--- src/rtl/fir_coef_loader.sv ---
// Run-time FIR coefficient loader: streams ORDER words into a shadow bank and
// commits it to the active bank on sample_tick. Optional checksum word: FIR_COEF_CHECKSUM_EN.
module fir_coef_loader #(
  parameter int WIDTH = 16,
  parameter int ORDER = 53,
  parameter int IDX_W = $clog2(ORDER)
) (
  input  logic                   clk,
  input  logic                   reset,
  input  logic                   load_start,
  input  logic                   coef_valid,
  input  logic [WIDTH-1:0]       coef_data,
  output logic                   coef_ready,
  input  logic                   sample_tick,
  output logic [ORDER*WIDTH-1:0] coeffs_flat,
  output logic                   busy,
  output logic                   load_done,
  output logic                   load_err,
  output logic [IDX_W-1:0]       wr_idx
);

  typedef enum logic [1:0] {IDLE, LOAD, WAIT_SWAP} state_t;

  state_t           state_q, state_d;
  logic [IDX_W-1:0] wr_idx_q, wr_idx_d;
  logic             load_done_q, load_done_d;
  logic             load_err_q, load_err_d;
  logic             shadow_we;
  logic             commit;

`ifdef FIR_COEF_CHECKSUM_EN
  logic [WIDTH-1:0] acc_q, acc_d;
  logic             cksum_phase_q, cksum_phase_d;
`endif

  always_comb begin
    state_d     = state_q;
    wr_idx_d    = wr_idx_q;
    load_done_d = 1'b0;
    load_err_d  = 1'b0;
    shadow_we   = 1'b0;
    commit      = 1'b0;
`ifdef FIR_COEF_CHECKSUM_EN
    acc_d         = acc_q;
    cksum_phase_d = cksum_phase_q;
`endif
    case (state_q)
      IDLE: begin
        if (load_start) begin
          state_d  = LOAD;
          wr_idx_d = '0;
`ifdef FIR_COEF_CHECKSUM_EN
          acc_d         = '0;
          cksum_phase_d = 1'b0;
`endif
        end
      end
      LOAD, WAIT_SWAP: begin
        if (load_start) begin
          // Restart wins over a coincident word or tick.
          state_d    = LOAD;
          wr_idx_d   = '0;
          load_err_d = 1'b1;
`ifdef FIR_COEF_CHECKSUM_EN
          acc_d         = '0;
          cksum_phase_d = 1'b0;
`endif
        end else if (state_q == WAIT_SWAP) begin
          if (sample_tick) begin
            commit      = 1'b1;
            state_d     = IDLE;
            load_done_d = 1'b1;
          end
`ifdef FIR_COEF_CHECKSUM_EN
        end else if (coef_valid && cksum_phase_q) begin
          cksum_phase_d = 1'b0;
          if (coef_data == acc_q) begin
            state_d = WAIT_SWAP;
          end else begin
            state_d    = IDLE;
            load_err_d = 1'b1;
          end
`endif
        end else if (coef_valid) begin
          shadow_we = 1'b1;
`ifdef FIR_COEF_CHECKSUM_EN
          acc_d = acc_q + coef_data;
`endif
          if (wr_idx_q == IDX_W'(ORDER - 1)) begin
`ifdef FIR_COEF_CHECKSUM_EN
            cksum_phase_d = 1'b1;
`else
            state_d = WAIT_SWAP;
`endif
          end else begin
            wr_idx_d = wr_idx_q + 1'b1;
          end
        end
      end
      default: state_d = IDLE;
    endcase
  end

  always_ff @(posedge clk) begin
    if (reset) begin
      state_q     <= IDLE;
      wr_idx_q    <= '0;
      load_done_q <= 1'b0;
      load_err_q  <= 1'b0;
`ifdef FIR_COEF_CHECKSUM_EN
      acc_q         <= '0;
      cksum_phase_q <= 1'b0;
`endif
    end else begin
      state_q     <= state_d;
      wr_idx_q    <= wr_idx_d;
      load_done_q <= load_done_d;
      load_err_q  <= load_err_d;
`ifdef FIR_COEF_CHECKSUM_EN
      acc_q         <= acc_d;
      cksum_phase_q <= cksum_phase_d;
`endif
    end
  end

  // Per-tap shadow/active registers; every tap commits on the same edge.
  for (genvar gi = 0; gi < ORDER; gi++) begin : g_tap
    logic [WIDTH-1:0] shadow_q, shadow_d;
    logic [WIDTH-1:0] active_q, active_d;

    always_comb begin
      shadow_d = shadow_q;
      active_d = active_q;
      if (shadow_we && (wr_idx_q == IDX_W'(gi))) shadow_d = coef_data;
      if (commit) active_d = shadow_q;
    end

    always_ff @(posedge clk) begin
      if (reset) begin
        shadow_q <= '0;
        active_q <= '0;
      end else begin
        shadow_q <= shadow_d;
        active_q <= active_d;
      end
    end

    assign coeffs_flat[gi*WIDTH +: WIDTH] = active_q;
  end

  assign coef_ready = (state_q == LOAD);
  assign busy       = (state_q == LOAD) || (state_q == WAIT_SWAP);
  assign load_done  = load_done_q;
  assign load_err   = load_err_q;
  assign wr_idx     = wr_idx_q;

endmodule
--- config.mk ---
export PLATFORM = sky130hd
export DESIGN_NAME = fir_coef_loader
export DESIGN_NICKNAME = d
export VERILOG_FILES = /design/src/rtl/fir_coef_loader.sv
export SDC_FILE = /design/constraint.sdc
export NUM_CORES = 2
export LEC_CHECK = 0
export CAP_MARGIN = 20
export CORE_MARGIN = 4
export CORE_UTILIZATION = 45
export DETAILED_ROUTE_END_ITERATION = 8
export PLACE_DENSITY = 0.68
export SYNTH_ARGS = -nofsm -noshare
export SYNTH_HDL_FRONTEND = slang
export SYNTH_SLANG_ARGS = --single-unit
--- constraint.sdc ---
create_clock -name clk -period 3.2 [get_ports clk]
set_clock_uncertainty 0.15 [all_clocks]
set_input_delay 0.32 -clock clk [delete_from_list [all_inputs] [get_ports clk]]
set_output_delay 0.32 -clock clk [all_outputs]
set_load 0.01 [all_outputs]
==> results.md <==
- CTS tree: yes
- H-tree depth: 4
- Sink Count: roughly 1700
- Status: finished, final reports clean
- Hold depth: 3
- Hold_sp: load_start
- Total power draw: roughly 0.043 W
- Worst Path Max Fanout: 16
- Synth area leader: dfxtp_1
- Synthesized Nets: just over 7000
- Worst Tran Pin Value: about 1.0 ns
- Reg2Reg Launch Point: wr_idx[1]
- Fin Hold WS: 0.263 ns
- WP data arrival: 3.53 ns
- Setup TNS Final: 0 ns
- Max Root-Sink Buffers: 3
- Synthesized area: 60400 sq um
- Drt total wl: 208000 microns
- Post-DP HPWL: 133000 microns
- Worst IR Drop VDD: 0.474 mV
- Finished Layout Cells: 9713
- Minimum clock period after layout: approximately 3.0 ns
- # port buffers: 878
- R2R Setup Slk: 0.17 ns
- GRT Util Overall: about 28%
- Die ar.: around 140000 sq um
- Area grow syn2layout: 26.5%
- Number of global-route vias before repair: 48700
- Final ANT Viol Nets: 0
- RSZ-0062 raised after global routing: false
- Post-synth EDFFs: 0
- Final setup viols: 0
- Avg Vias per Cell: 5.35
- Ys flop type: dfxtp_1
- Per-cell routed wire length: 21.4 microns
- Die Y-Extent: ~370 microns
- Initial Util: 45.2%
- Gpl congestion: between 0.8 and 0.9
- Largest net degree at the start of global routing: 170
- Num ports: 879
- Worst setup EP type: register
- Placed inst area: 70400 sq um
- Clock root cell: clkbuf_16
- Final Cell Area: 76400 sq um
- Crit path kind: register to register
- CP required: around 3.7 ns
- Post-synthesis cell count: 7164
- Synth area leaders: dfxtp_1, nand2_1, a21oi_1, mux2i_1, nor2_1
- Via count: 52000
- Grt ovf: 0
- Clock Latency Late Sink: roughly 0.81 ns
- Die width: 374 microns
- Max-slew violations: 0
- CTS clk-pin slew, worst paths: 0.06 ns
- Crit path from: wr_idx[1]
- Distinct cells, synth: 49
- Num CTS Buffers: 170
- Synthesized flop and latch total: ~1700
- Final Hold Fails: 0
- Initial antenna violation count: 3
- Reg2reg path depth: 5
- Initial detailed-routing violation count: 4908
- Sequential area share after synthesis: 56.6%
- Leak: 27.3 nW
- Post-route DRC violation count: 0
- Worst slew margin: around 31%
- RR Endpoint: g_tap[47].shadow_q[12]
- Nature of the critical path startpoint: register
- Nets: 7834
- Core Rows: between 100 and 150
- Min-Delay Endpoint: load_err
- Fmax: approximately 330 MHz
- Async SR Flop Fraction: 0%
- First drt pass iteration count: 5
- Most frequent cell after synthesis: nand2_1
- Share of cells above drive strength 1: 6.61%
- Most frequent cells after synthesis: nand2_1, dfxtp_1, a21oi_1
- Post-Place Cells: 9383
- Fin crit share: a little over nine tenths
- Yosys Warn Count: 0
- Max capacitance violation total: 0
- First-pass GRT wire length: 307000 microns
- Power per Cell Area: 561 nW/um^2
- Fillers: 11800
- Mapped Avg Cell Area: about 8.4 sq um
- Area share of the largest cell type after synthesis: roughly 57%
- HP Class: primary input to register
- Core area: ~130000 sq um
-- stage by stage --
stage	utilization, %	setup slack (ns)
2_1_floorplan	-	0.742
3_3_place_gp	52.7	0.159
3_5_place_dp	52.8	0.129
4_1_cts	57.2	0.0874
5_1_grt	57.2	0.0371
6_report	57.2	0.166
-- power by group --
part | internal [W] | switching, W | total, W
Combinational | 0.000186 | 0.000882 | 0.00107
Clock | 0.0120 | 0.00857 | 0.0205
Sequential | 0.0212 | 0.00000754 | 0.0213
-- cells in the final DEF (no fill, tap or decap), types with 3 or more instances in the layout --
master	Yosys	layout
buf_12	1	47
clkbuf_1	332	40
nor3b_2	4	4
clkbuf_16	0	171
dfxtp_1	1706	1704
clkbuf_8	0	48
diode_2	0	3
nor3_4	19	19
nor4_4	15	15
mux2i_1	401	401
inv_6	0	7
nand3b_1	8	8
or4_1	3	3
nand3_1	17	15
clkinv_2	0	21
nor2b_1	4	4
dlygate4sd3_1	0	17
inv_1	7	7
nand3_2	14	15
nand2_1	2597	2597
o31ai_1	4	4
clkinvlp_4	0	3
a31oi_1	5	5
nor2_1	405	405
buf_4	46	132
and3_1	5	4
or3b_2	6	6
bufinv_16	0	12
nand4_1	12	12
nand4_2	4	4
and3b_1	5	5
nand2b_1	4	3
ha_1	9	9
a21oi_1	1298	1298
clkdlybuf4s50_1	0	860
-- flip-flops by register name, summed over array words and instances (netlist names) --
signal / flops
wr_idx: 6
load_done: 1
load_err: 1
state_q: 2
g_tap.shadow_q: 848
g_tap.active_q: 848
-- what timing repair did --
| item | in CTS | in global routing |
|---|---|---|
| setup buffers | 0 | 0 |
| resized for setup | 1 | 2 |
| hold buffers | 17 | 0 |
| hold endpoints to repair | 467 | 0 |
| setup endpoints to repair | 1 | 13 |
-- metal layers --
layer  GRT usage, %  wire [microns]  vias to the layer above
met5              0               0                        -
met4           13.6           10600                        0
met3           5.32           15600                      444
met2           44.4           94100                     2078
met1           37.7           87900                    25000
li1               -               -                    24400
-- how the worst max path moves through the flow --
stage | end | slack (ns) | cells past startpoint
2_1_floorplan | g_tap[21].shadow_q[10] | 0.74 | 10
6_report | g_tap[47].shadow_q[12] | 0.17 | 5
3_3_place_gp | g_tap[11].shadow_q[15] | 0.16 | 4
5_1_grt | g_tap[52].shadow_q[2] | 0.04 | 7
3_5_place_dp | g_tap[47].shadow_q[15] | 0.13 | 5
4_1_cts | wr_idx[2] | 0.09 | 2
-- critical path, cell delays in order (launching register included) --
cell	delay (ns)
dfxtp_1	0.51
ha_1	0.47
and3_1	0.59
nand4_2	0.69
mux2i_1	0.39
nor2_1	0.07
-- logic make-up after synthesis --
logic type / count (synthesis) / synth area share (%)
flip-flops: 1706 / 56.6
buffers and inverters: 598 / 4.64
AO/OA/AOI/OAI: 1316 / 11.0
multiplexers: 401 / 6.65
adder cells (fa/ha/maj): 9 / 0.187
AND/OR/NAND/NOR: 3134 / 21.0
-- cell type report --
type | count | area, sq um | area share [%]
Inverter | 8 | 30.0 | 0.0393
Sequential cell | 1706 | 34200 | 44.7
Tap cell | 1768 | 2210 | 2.90
Multi-Input combinational cell | 4860 | 23400 | 30.7
Clock inverter | 51 | 699 | 0.916
Clock buffer | 259 | 5090 | 6.66
Timing Repair Buffer | 1058 | 10700 | 14.1
Antenna cell | 3 | 7.51 | 0.00983
(Power assumes the default switching activity.)
